<file path="config.mk">
export PLATFORM = sky130hd
export DESIGN_NAME = music_player
export DESIGN_NICKNAME = d
export VERILOG_FILES = /design/src/rtl/music_player.sv
export SDC_FILE = /design/constraint.sdc
export NUM_CORES = 1
export LEC_CHECK = 0
export ABC_AREA = 1
export CORE_ASPECT_RATIO = 1.75
export CORE_MARGIN = 4
export CORE_UTILIZATION = 25
export CTS_CLUSTER_SIZE = 8
export DETAILED_ROUTE_END_ITERATION = 16
export PLACE_DENSITY = 0.47
export SLEW_MARGIN = 20
export SYNTH_ARGS = -nofsm -noshare
export SYNTH_HDL_FRONTEND = slang
export SYNTH_SLANG_ARGS = --single-unit
</file>
<file path="constraint.sdc">
create_clock -name clk -period 5.8 [get_ports clk]
set_input_delay 1.45 -clock clk [delete_from_list [all_inputs] [get_ports clk]]
set_output_delay 1.45 -clock clk [all_outputs]
set_load 0.01 [all_outputs]
</file>
<file path="src/rtl/music_player.sv">
// music_player: score sequencer and square-wave tone generator.
// Steps the note ROM one beat at a time and drives the buzzer pin.
module music_player #(
    parameter int CLK_FREQ    = 100_000_000,
    parameter int BEAT_CYCLES = 12_500_000,
    parameter int GAP_CYCLES  = 500_000,
    parameter int SCORE_LEN   = 135,
    parameter int ADDR_WIDTH  = 8,
    parameter int LOOP        = 0
) (
    input  logic                  clk,
    input  logic                  rst_n,
    input  logic                  play,
    input  logic                  pause,
    input  logic                  stop,
    output logic [ADDR_WIDTH-1:0] rom_addr,
    input  logic [11:0]           rom_data,
    output logic                  buzzer,
    output logic [11:0]           note_code,
    output logic                  playing,
    output logic                  done
);

    localparam int MAX_HALF  = CLK_FREQ / (2 * 262);
    localparam int HW        = $clog2(MAX_HALF + 1);
    localparam int BW        = (BEAT_CYCLES > 1) ? $clog2(BEAT_CYCLES) : 1;
    localparam int GAP_START = (GAP_CYCLES >= BEAT_CYCLES) ? 0
                             : BEAT_CYCLES - GAP_CYCLES;

    typedef enum logic [1:0] {
        IDLE,
        PLAY,
        PAUSE
    } state_t;

    state_t                state;
    state_t                state_nx;
    logic [BW-1:0]         beat_cnt;
    logic [BW-1:0]         beat_nx;
    logic [ADDR_WIDTH-1:0] addr_nx;
    logic [HW-1:0]         tone_cnt;
    logic [HW-1:0]         tone_nx;
    logic [HW-1:0]         half_reg;
    logic [HW-1:0]         half_nx;
    logic [HW-1:0]         half_dec;
    logic [11:0]           note_nx;
    logic [3:0]            nib;
    logic [1:0]            oct;
    logic                  load;
    logic                  load_nx;
    logic                  ph;
    logic                  ph_nx;
    logic                  done_nx;
    logic                  gate_nx;
    logic                  run;
    logic                  beat_last;
    logic                  score_last;

    // Half-period per octave/degree, folded to constants at elaboration.
    function automatic logic [HW-1:0] half_lut(input logic [1:0] o,
                                               input logic [2:0] d);
        int h;
        case ({o, d})
            5'b00_001: h = CLK_FREQ / (2 * 262);
            5'b00_010: h = CLK_FREQ / (2 * 294);
            5'b00_011: h = CLK_FREQ / (2 * 330);
            5'b00_100: h = CLK_FREQ / (2 * 349);
            5'b00_101: h = CLK_FREQ / (2 * 392);
            5'b00_110: h = CLK_FREQ / (2 * 440);
            5'b00_111: h = CLK_FREQ / (2 * 494);
            5'b01_001: h = CLK_FREQ / (2 * 523);
            5'b01_010: h = CLK_FREQ / (2 * 587);
            5'b01_011: h = CLK_FREQ / (2 * 659);
            5'b01_100: h = CLK_FREQ / (2 * 698);
            5'b01_101: h = CLK_FREQ / (2 * 784);
            5'b01_110: h = CLK_FREQ / (2 * 880);
            5'b01_111: h = CLK_FREQ / (2 * 988);
            5'b10_001: h = CLK_FREQ / (2 * 1047);
            5'b10_010: h = CLK_FREQ / (2 * 1175);
            5'b10_011: h = CLK_FREQ / (2 * 1319);
            5'b10_100: h = CLK_FREQ / (2 * 1397);
            5'b10_101: h = CLK_FREQ / (2 * 1568);
            5'b10_110: h = CLK_FREQ / (2 * 1760);
            5'b10_111: h = CLK_FREQ / (2 * 1976);
            default:   h = 0;
        endcase
        return HW'(h);
    endfunction

    assign run        = (state == PLAY) && !stop;
    assign beat_last  = beat_cnt == BW'(BEAT_CYCLES - 1);
    assign score_last = rom_addr == ADDR_WIDTH'(SCORE_LEN - 1);

    // Note decode: first non-zero nibble wins, high over med over low.
    always_comb begin
        nib = rom_data[3:0];
        oct = 2'd0;
        unique case (1'b1)
            (rom_data[11:8] != 4'd0): begin
                nib = rom_data[11:8];
                oct = 2'd2;
            end
            (rom_data[11:8] == 4'd0 && rom_data[7:4] != 4'd0): begin
                nib = rom_data[7:4];
                oct = 2'd1;
            end
            default: begin
                nib = rom_data[3:0];
                oct = 2'd0;
            end
        endcase
        half_dec = nib[3] ? '0 : half_lut(oct, nib[2:0]);
    end

    // Sequencer next state: stop wins, then play/pause, then beat wrap.
    always_comb begin
        state_nx = state;
        beat_nx  = beat_cnt;
        addr_nx  = rom_addr;
        load_nx  = 1'b0;
        done_nx  = 1'b0;
        if (stop) begin
            state_nx = IDLE;
            beat_nx  = '0;
            addr_nx  = '0;
        end else begin
            unique case (state)
                IDLE: begin
                    if (play) begin
                        state_nx = PLAY;
                        beat_nx  = '0;
                        addr_nx  = '0;
                        load_nx  = 1'b1;
                    end
                end
                PLAY: begin
                    if (pause) begin
                        state_nx = PAUSE;
                    end
                    if (beat_last) begin
                        beat_nx = '0;
                        if (score_last && LOOP == 0) begin
                            state_nx = IDLE;
                            addr_nx  = '0;
                            done_nx  = 1'b1;
                        end else begin
                            addr_nx = score_last ? '0 : rom_addr + 1'b1;
                            load_nx = 1'b1;
                        end
                    end else begin
                        beat_nx = beat_cnt + 1'b1;
                    end
                end
                PAUSE: begin
                    if (!pause || play) begin
                        state_nx = PLAY;
                    end
                end
                default: state_nx = IDLE;
            endcase
        end
    end

    // Tone next state: reload at beat start, else free-run while playing.
    always_comb begin
        tone_nx = tone_cnt;
        ph_nx   = ph;
        half_nx = half_reg;
        note_nx = note_code;
        if (state_nx == IDLE) begin
            tone_nx = '0;
            ph_nx   = 1'b0;
            half_nx = '0;
            note_nx = '0;
        end else if (load) begin
            tone_nx = '0;
            ph_nx   = 1'b0;
            half_nx = half_dec;
            note_nx = rom_data;
        end else if (run) begin
            if (half_reg == '0) begin
                tone_nx = '0;
            end else if (tone_cnt == half_reg - 1'b1) begin
                tone_nx = '0;
                ph_nx   = ~ph;
            end else begin
                tone_nx = tone_cnt + 1'b1;
            end
        end
        gate_nx = (state_nx == PLAY) && !load_nx && (half_nx != '0)
               && !(GAP_CYCLES != 0 && beat_nx >= BW'(GAP_START));
    end

    // Sequencer registers and status outputs.
    always_ff @(posedge clk or negedge rst_n) begin
        if (!rst_n) begin
            state    <= IDLE;
            beat_cnt <= '0;
            rom_addr <= '0;
            load     <= 1'b0;
            playing  <= 1'b0;
            done     <= 1'b0;
        end else begin
            state    <= state_nx;
            beat_cnt <= beat_nx;
            rom_addr <= addr_nx;
            load     <= load_nx;
            playing  <= state_nx != IDLE;
            done     <= done_nx;
        end
    end

    // Tone registers; buzzer is the gated phase, registered.
    always_ff @(posedge clk or negedge rst_n) begin
        if (!rst_n) begin
            tone_cnt  <= '0;
            half_reg  <= '0;
            ph        <= 1'b0;
            note_code <= '0;
            buzzer    <= 1'b0;
        end else begin
            tone_cnt  <= tone_nx;
            half_reg  <= half_nx;
            ph        <= ph_nx;
            note_code <= note_nx;
            buzzer    <= ph_nx & gate_nx;
        end
    end

endmodule
</file>
==> flow_metrics.py, run 1 <==
metrics = {
    "cts": {
        "cts_root_buf": "clkbuf_16",
        "clock_sinks": 87,
        "postCtsHoldBufs": 0,
        "cts.reportedPaths.clkPinSlew_ns": 0.07,
        "clock_latency_ns": 0.37,
        "cts_buffer_depth": 2,
        "cts_setup_buffers": 0,
        "cts_resized": 0,
        "h-tree-depth": 3,
        "cts_tree": "built",
        "cts_buffers": 9,
    },
    "timing": {
        "worstMarginPinSlew_ns": 0.820,
        "max_freq_ghz": 0.235,
        "hold_viol": 0,
        "setup-violations-final": 0,
        "setup_tns_ns": 0,
        "slew_viol_final": 0,
        "min_period_ns": 4.25,
        "finalCritPeriodShare": 0.734,
        "slew-limit-headroom": 0.453,
        "rsz0062_at_grt": "no",
        "finClkSkew_ns": 0.00820,
    },
    "final_layout": {
        "post-route-util": 0.292,
        "fill_cells": 2750,
        "areaGrowthSynthToFinish_pct": 15.6,
        "ff_latch_area_mm2": 0.00218,
        "stdcell_count": 1256,
        "mostFrequentLayoutCells": "nand2_1, inv_1, nor2_1, dfrtp_1, nand3_1",
        "final_nets": 970,
        "final_common_cell": "nand2_1",
        "largest_reg_flops": 24,
        "design_area_mm2": 0.00720,
        "diodes": 0,
        "multi_input_area_mm2": 0.00341,
        "drive_gt1_frac": 0.0773,
    },
    "floorplanning": {
        "rows": 76,
        "core-area_mm2": 0.0246,
        "start_util": 0.253,
        "fp.dieW_um": 127,
        "io_pins": 40,
        "die_h_um": 217,
        "dieArea_mm2": 0.0276,
    },
    "flow_run": {
        "drv_cap": 0,
    },
    "drt": {
        "drcViolationCount": 0,
        "drt_iter0_markers": 226,
        "wl_um": 18900,
        "viasPerCell": 4.58,
        "wl_per_cell_um": 15.1,
        "first_pass_iters": 4,
        "via_count": 5754,
        "ant_nets": 0,
    },
    "yosys": {
        "synth_edf_count": 0,
        "synthCells": 904,
        "seq_area_frac_synth": 0.350,
        "synth_seq_cells": 87,
        "synth_xor_area_frac": 0.0661,
        "synthArstFlopShare": 1.00,
        "synth_top_family_by_area": "simple AND/OR/NAND/NOR gates",
        "synth_ff_type": "dfrtp_1",
        "post_synth_instance_area_mm2": 0.00623,
        "synth_area_per_cell_um2": 6.89,
        "synth_fa_ha_area_frac": 0.0281,
        "synthesis.nets": 935,
        "synthMuxAreaShare": 0,
        "synth_compound_area_frac": 0.0950,
        "synth_cell_type_count": 48,
        "synth-simple-area-share": 0.359,
        "yosys_warnings": 0,
    },
    "setup_path": {
        "reg2reg_depth": 15,
        "crit_path_max_incr_delay_ns": 0.43,
        "worstSetupPathType": "input pin to register",
        "reg2reg_slack_ns": 2.88,
        "crit_top_cell": "nand2_1",
        "path_cells": "clkdlybuf4s50_1 > nor2_2 > nand2_4 > nor2_4 > nand2_1 > nand2_1 > inv_1 > ha_1 > inv_1 > nand3_1 > nand3_1 > nand3_1 > nand2_1 > nand3_1 > nand2_1 > inv_1 > nand2_1 > nor2_1 > nand3_1 > nand2_1 > nor2_1",
        "cpMaxStageDelayCell": "clkdlybuf4s50_1",
        "worstPathArrival_ns": 4.56,
        "rr_startpoint": "state[0]",
        "end_kind": "register",
        "start_kind": "input pin",
        "path_max_fanout": 16,
        "rr_endpoint": "buzzer",
        "required_ns": 6.10,
    },
    "global_routing": {
        "grt_pass1_vias": 5963,
        "grt_usage": 0.143,
        "grt_max_degree": 61,
        "antenna_found_initial": 0,
        "grt_pass1_wl_um": 30800,
        "grt-ovfl-total": 0,
    },
    "worst_hold_path": {
        "worstHoldEndpoint": "note_code[0]",
        "min_path_cells": 2,
        "min_path_type": "register to register",
        "worstHoldStart": "note_code[0]",
    },
    "placement": {
        "placed_cell_area_mm2": 0.00693,
        "gp_congestion": 0.970,
        "portBuffers": 39,
        "dpl.cell_count": 1240,
        "dp_hpwl_um": 15100,
    },
    "status": {
        "outcome": "completed",
    },
    "power_and_ir_drop": {
        "power_density_mw_per_mm2": 200,
        "ir_drop_v": 0.000123,
        "total_leakage_power_nw": 3.44,
    },
}
==> metrics by stage <==
step / hold slack [ns] / power (mW) / setup WS [ns]
2_1_floorplan: 0.475 / 0.796 / 2.35
3_3_place_gp: 0.476 / 0.889 / 1.11
3_5_place_dp: 0.478 / 0.887 / 1.10
4_1_cts: 0.498 / 1.47 / 1.50
5_1_grt: 0.524 / 1.52 / 1.17
6_report: 0.490 / 1.44 / 1.55
==> where the power goes <==
| group | internal [mW] | total, mW | switching, mW |
|---|---|---|---|
| Clock | 0.292 | 0.568 | 0.276 |
| Sequential | 0.618 | 0.633 | 0.0146 |
| Combinational | 0.0762 | 0.238 | 0.162 |
==> synth_stat cells, drive strengths merged, types with 14 or more instances <==
cell | n | area (um2)
xor2 | 36 | 315
ha | 14 | 175
nand4 | 16 | 100
a21oi | 22 | 114
o22ai | 18 | 113
o21ai | 42 | 218
inv | 144 | 541
nand3 | 85 | 445
nor3 | 21 | 125
nor2 | 122 | 526
nand2 | 239 | 960
dfrtp | 87 | 2180
==> kinds of logic (layout without fill, tap and decap cells) <==
kind of cell             after synthesis  count (layout)
AND/OR/NAND/NOR                      494             494
buffers and inverters                162             202
AO/OA/AOI/OAI                        100             100
flip-flops                            87              87
XOR/XNOR                              47              47
adder cells (fa/ha/maj)               14              14
==> layout make-up <==
type | instances | area share
clock inverter | 6 | 0.00660
multi-input combinational | 655 | 0.474
inverter | 146 | 0.0763
clock buffer | 10 | 0.0318
sequential | 87 | 0.302
timing repair buffer | 40 | 0.0549
tap | 312 | 0.0542
==> per-layer routing <==
layer | wire length [um] | track usage
met4 | 610 | 0.0648
met3 | 414 | 0.0209
met2 | 11000 | 0.286
met1 | 6960 | 0.139
met5 | 0 | 0
==> worst max path at each step <==
stage                 from  slack, ns  endpoint
6_report       rom_data[9]       1.55    buzzer
5_1_grt        rom_data[9]       1.17    buzzer
4_1_cts        rom_data[9]       1.50    buzzer
3_5_place_dp   rom_data[9]       1.10    buzzer
3_3_place_gp   rom_data[9]       1.11    buzzer
2_1_floorplan  rom_data[9]       2.35    buzzer
==> critical path: cells and delay by family <==
family	cells	cell delay [ns]
simple gates	16	2.12
buf+inv	4	0.74
fa+ha+maj	1	0.24
No activity file was read; power rests on OpenSTA's default activity.
==> inputs of run 2 (changes only) <==
Settings changed: PLACE_DENSITY 0.47 to 0.49.
Clock period 5.8 ns to 3.89 ns, I/O delays scaled along.
==> run 2 against run 1 <==
Net effect: clock power is 59% higher; hold slack worse by 0.0056 ns; final area is 2.4% higher; critical path depth is 1 higher; sequential cell count stayed put; total power is 54% higher; core utilization is 0.72 points higher; critical endpoint unchanged.
==> flow_metrics.py, run 2 (synthesis results as in run 1) <==
metrics = {
    "status": {
        "outcome": "completed",
    },
    "final_layout": {
        "areaGrowthSynthToFinish_pct": 18.5,
        "mostFrequentLayoutCells": "nand2_1, inv_1, nor2_1, dfrtp_1, nand3_1",
        "largest_reg_flops": 24,
        "diodes": 0,
        "drive_gt1_frac": 0.0975,
        "final_common_cell": "nand2_1",
        "post-route-util": 0.300,
        "final_nets": 991,
        "fill_cells": 2730,
    },
    "drt": {
        "drt_iter0_markers": 300,
        "drcViolationCount": 0,
        "wl_um": 18800,
        "first_pass_iters": 4,
        "via_count": 5834,
        "viasPerCell": 4.57,
        "wl_per_cell_um": 14.7,
        "ant_nets": 0,
    },
    "placement": {
        "portBuffers": 39,
        "gp_congestion": 0.913,
        "dp_hpwl_um": 15300,
    },
    "global_routing": {
        "grt_usage": 0.141,
        "grt_pass1_vias": 6051,
        "grt_pass1_wl_um": 30600,
        "grt-ovfl-total": 0,
        "antenna_found_initial": 0,
        "grt_max_degree": 36,
    },
    "timing": {
        "min_period_ns": 3.36,
        "slew-limit-headroom": 0.615,
        "finalCritPeriodShare": 0.864,
        "finClkSkew_ns": 0.0103,
        "hold_viol": 0,
        "rsz0062_at_grt": "no",
        "max_freq_ghz": 0.298,
        "slew_viol_final": 0,
        "setup_tns_ns": 0,
        "setup-violations-final": 0,
        "worstMarginPinSlew_ns": 0.578,
    },
    "setup_path": {
        "required_ns": 4.14,
        "crit_start": "rom_data[9]",
        "path_delay_family": "simple AND/OR/NAND/NOR gates",
        "cpMaxStageDelayCell": "clkdlybuf4s50_1",
        "worstPathArrival_ns": 3.61,
        "path_max_fanout": 10,
        "reg2reg_slack_ns": 1.21,
        "end_kind": "register",
        "start_kind": "input pin",
        "rr_startpoint": "half_reg[0]",
        "path_cells": "clkdlybuf4s50_1 > nor2_2 > nand2_4 > nor2_4 > nand2_1 > nand2_1 > inv_1 > ha_1 > inv_1 > nand3_1 > nand2_1 > nand2_1 > nand2_1 > nor2_1 > nand3_1 > nand2_1 > nor2_1 > nand2_1 > nor2_1 > nand3_1 > nand2_1 > nor2_1",
        "worstSetupPathType": "input pin to register",
        "endpoint": "buzzer",
        "rr_endpoint": "tone_cnt[16]",
        "worst-path-stages": 22,
        "crit_path_max_incr_delay_ns": 0.43,
        "crit_top_cell": "nand2_1",
        "reg2reg_depth": 12,
        "critical_path_buf_inv_count": 3,
    },
    "power_and_ir_drop": {
        "ir_drop_v": 0.000181,
        "power_density_mw_per_mm2": 301,
        "total_leakage_power_nw": 3.55,
        "seqPwrFrac": 0.425,
        "p_int_mw": 1.55,
        "switching_share": 0.302,
        "power_frac_comb": 0.169,
        "finalPower_mw": 2.22,
        "power_switching_uw": 669,
        "p_clk_frac": 0.406,
    },
    "flow_run": {
        "drv_cap": 0,
    },
    "floorplanning": {
        "fp.dieW_um": 127,
        "core-area_mm2": 0.0246,
        "die_h_um": 217,
        "dieArea_mm2": 0.0276,
        "rows": 76,
        "start_util": 0.253,
        "io_pins": 40,
    },
    "cts": {
        "cts_setup_buffers": 0,
        "cts.reportedPaths.clkPinSlew_ns": 0.07,
        "clock_latency_ns": 0.36,
        "postCtsHoldBufs": 0,
        "cts_tree": "built",
        "h-tree-depth": 3,
        "cts_buffer_depth": 2,
        "cts_resized": 0,
        "clock_sinks": 87,
        "cts_root_buf": "clkbuf_16",
        "cts_buffers": 9,
    },
    "worst_hold_path": {
        "min_path_type": "register to register",
    },
}
run 2: how the worst min path moves through the flow:
stage          slack, ns           end         start  cells past startpoint
2_1_floorplan       0.48   beat_cnt[0]   beat_cnt[0]                      1
3_3_place_gp        0.47  note_code[0]  note_code[0]                      2
3_5_place_dp        0.47  note_code[0]  note_code[0]                      2
4_1_cts             0.49  note_code[0]  note_code[0]                      2
5_1_grt             0.52  note_code[5]  note_code[5]                      2
6_report            0.48  note_code[0]  note_code[0]                      2
run 2: layout make-up:
cell class / instances / area (um2) / area share
multi-input combinational: 655 / 3410 / 0.463
sequential: 87 / 2180 / 0.295
timing repair buffer: 61 / 553 / 0.0749
inverter: 146 / 549 / 0.0744
tap: 312 / 390 / 0.0529
clock buffer: 9 / 225 / 0.0305
clock inverter: 6 / 70.1 / 0.00949
run 2: metal layers:
metal	vias up	global-route usage	wire [um]
li1	2982	-	-
met1	2739	0.132	6720
met2	83	0.286	11000
met3	30	0.0255	470
met4	0	0.0612	600
met5	-	0	0
run 2: metrics by stage:
| stage | instances | area (um2) | worst slack [ns] | hold WS [ns] |
|---|---|---|---|---|
| 2_1_floorplan | 904 | 6230 | 0.914 | 0.475 |
| 3_3_place_gp | 1261 | 7080 | 0.193 | 0.470 |
| 3_5_place_dp | 1261 | 7080 | 0.168 | 0.473 |
| 4_1_cts | 1276 | 7380 | 0.559 | 0.495 |
| 5_1_grt | 1276 | 7380 | 0.315 | 0.522 |
| 6_report | 1276 | 7380 | 0.530 | 0.484 |
run 2: power by group through the flow:
stage | Sequential [mW] | Clock, mW | Combinational, mW
after floorplan | 0.958 | 0 | 0.229
after global placement | 0.960 | 0 | 0.381
after detailed placement | 0.960 | 0 | 0.380
after CTS | 0.942 | 0.939 | 0.381
after global routing | 0.944 | 0.975 | 0.422
final | 0.942 | 0.901 | 0.375
run 2: tightest hold or removal path: cells and delay by family, from the launching register on:
kind / cells / cell delay, ns
DFF: 1 / 0.35
and+or+nand+nor: 2 / 0.11
==> inputs of run 3 (changes only) <==
Settings changed: ABC_CLOCK_PERIOD_IN_PS set to 3890, RECOVER_POWER set to 25.
==> run 3 against run 2 <==
Net effect: largest cell class unchanged; hold slack unchanged; total power barely moved; sequential power barely moved; worst setup slack unchanged; the run now ends with max-capacitance violations, max-slew violations left; clock skew unchanged.
==> flow_metrics.py, run 3 (synthesis results as in run 1) <==
metrics = {
    "final_layout": {
        "areaGrowthSynthToFinish_pct": 18.4,
        "final_common_cell": "nand2_1",
        "final_nets": 991,
        "fill_cells": 2734,
        "mostFrequentLayoutCells": "nand2_1, inv_1, nor2_1, dfrtp_1, nand3_1",
        "largest_reg_flops": 24,
        "drive_gt1_frac": 0.0954,
        "stdcell_count": 1276,
        "post-route-util": 0.299,
        "diodes": 0,
    },
    "setup_path": {
        "reg2reg_slack_ns": 1.21,
        "endpoint": "buzzer",
        "crit_path_max_incr_delay_ns": 0.43,
        "rr_endpoint": "tone_cnt[16]",
        "path_max_fanout": 10,
        "start_kind": "input pin",
        "worstPathArrival_ns": 3.61,
        "path_delay_family": "simple AND/OR/NAND/NOR gates",
        "path_cells": "clkdlybuf4s50_1 > nor2_2 > nand2_4 > nor2_4 > nand2_1 > nand2_1 > inv_1 > ha_1 > inv_1 > nand3_1 > nand2_1 > nand2_1 > nand2_1 > nor2_1 > nand3_1 > nand2_1 > nor2_1 > nand2_1 > nor2_1 > nand3_1 > nand2_1 > nor2_1",
        "crit_start": "rom_data[9]",
        "cpMaxStageDelayCell": "clkdlybuf4s50_1",
        "critical_path_buf_inv_count": 3,
        "worstSetupPathType": "input pin to register",
        "reg2reg_depth": 12,
        "end_kind": "register",
        "crit_top_cell": "nand2_1",
        "worst-path-stages": 22,
        "rr_startpoint": "half_reg[0]",
        "required_ns": 4.14,
    },
    "placement": {
        "gp_congestion": 0.913,
        "portBuffers": 39,
        "dp_hpwl_um": 15300,
        "dpl.cell_count": 1261,
        "place_ws_ns": 0.168,
    },
    "cts": {
        "h-tree-depth": 3,
        "cts_setup_buffers": 0,
        "cts_resized": 0,
        "clock_sinks": 87,
        "cts_buffers": 9,
        "cts_buffer_depth": 2,
        "cts_tree": "built",
        "cts.reportedPaths.clkPinSlew_ns": 0.07,
        "clock_latency_ns": 0.36,
        "postCtsHoldBufs": 0,
        "cts_root_buf": "clkbuf_16",
    },
    "drt": {
        "first_pass_iters": 4,
        "drcViolationCount": 0,
        "viasPerCell": 4.57,
        "wl_um": 18800,
        "drt_iter0_markers": 300,
        "ant_nets": 0,
        "wl_per_cell_um": 14.7,
        "via_count": 5834,
    },
    "floorplanning": {
        "start_util": 0.253,
        "dieArea_mm2": 0.0276,
        "fp.dieW_um": 127,
        "core-area_mm2": 0.0246,
        "io_pins": 40,
        "die_h_um": 217,
        "rows": 76,
    },
    "global_routing": {
        "grt_pass1_wl_um": 30600,
        "grt_usage": 0.141,
        "grt-ovfl-total": 0,
        "antenna_found_initial": 0,
        "grt_max_degree": 36,
        "grt_pass1_vias": 6051,
    },
    "timing": {
        "slew_viol_final": 36,
        "finClkSkew_ns": 0.0103,
        "setup_tns_ns": 0,
        "finalCritPeriodShare": 0.864,
        "setup-violations-final": 0,
        "timing.hold.ws_ns": 0.484,
        "layout_setup_ws_ns": 0.530,
        "min_period_ns": 3.36,
        "rsz0062_at_grt": "no",
        "hold_viol": 0,
        "slew-limit-headroom": -0.342,
        "max_freq_ghz": 0.298,
        "worstMarginPinSlew_ns": 2.01,
    },
    "worst_hold_path": {
        "min_path_type": "register to register",
    },
    "power_and_ir_drop": {
        "total_leakage_power_nw": 3.55,
        "p_clk_frac": 0.406,
        "ir_drop_v": 0.000181,
        "p_int_mw": 1.55,
        "switching_share": 0.302,
        "power_density_mw_per_mm2": 301,
        "seqPwrFrac": 0.425,
        "power_switching_uw": 669,
        "power_frac_comb": 0.169,
    },
    "status": {
        "violations": "max-capacitance violations, max-slew violations",
        "outcome": "finished, violations left",
    },
    "flow_run": {
        "drv_cap": 1,
    },
}
-- run 3: layer usage --
layer  global-route usage  share of wire  up-vias  routed length, um
met3               0.0255          0.025       30                470
met5                    0              0        -                  0
li1                     -              -     2982                  -
met4               0.0612          0.032        0                600
met1                0.132           0.36     2739               6720
met2                0.286           0.58       83              11000
-- run 3: worst min-delay path by stage --
| stage | end | cells past startpoint | slack (ns) | from |
|---|---|---|---|---|
| after global routing | note_code[5] | 2 | 0.52 | note_code[5] |
| final | note_code[0] | 2 | 0.48 | note_code[0] |
| after global placement | note_code[0] | 2 | 0.47 | note_code[0] |
| after detailed placement | note_code[0] | 2 | 0.47 | note_code[0] |
| after floorplan | beat_cnt[0] | 1 | 0.48 | beat_cnt[0] |
| after CTS | note_code[0] | 2 | 0.49 | note_code[0] |
-- run 3: stage by stage --
step / cell area, um2 / power [mW]
floorplan: 6230 / 1.19
global placement: 7080 / 1.34
detailed placement: 7080 / 1.34
CTS: 7380 / 2.26
global route: 7370 / 2.34
finish: 7370 / 2.22
-- run 3: power by group through the flow --
stage / clock (mW) / combinational, mW / sequential (mW)
after global placement: 0 / 0.381 / 0.960
after detailed placement: 0 / 0.380 / 0.960
after global routing: 0.975 / 0.421 / 0.944
after CTS: 0.939 / 0.381 / 0.942
after floorplan: 0 / 0.229 / 0.958
final: 0.901 / 0.374 / 0.942
-- run 3: worst register-to-register path: stages (launching register included) --
cell and delay (ns):
dfrtp_1 0.36, inv_1 0.16, ha_1 0.26, nand3_1 0.13
nor2_1 0.31, xor2_1 0.23, nand3_1 0.13, nor2_1 0.11
nand3_1 0.15, nor3_2 0.16, nand2_1 0.08, nand3_2 0.29
o22ai_1 0.17
-- run 3: cell type report --
type | instances | area [um2] | area share
clock buffer | 9 | 225 | 0.0305
clock inverter | 6 | 70.1 | 0.00950
inverter | 146 | 549 | 0.0745
multi-input combinational | 655 | 3410 | 0.463
sequential | 87 | 2180 | 0.295
tap | 312 | 390 | 0.0530
timing repair buffer | 61 | 546 | 0.0740
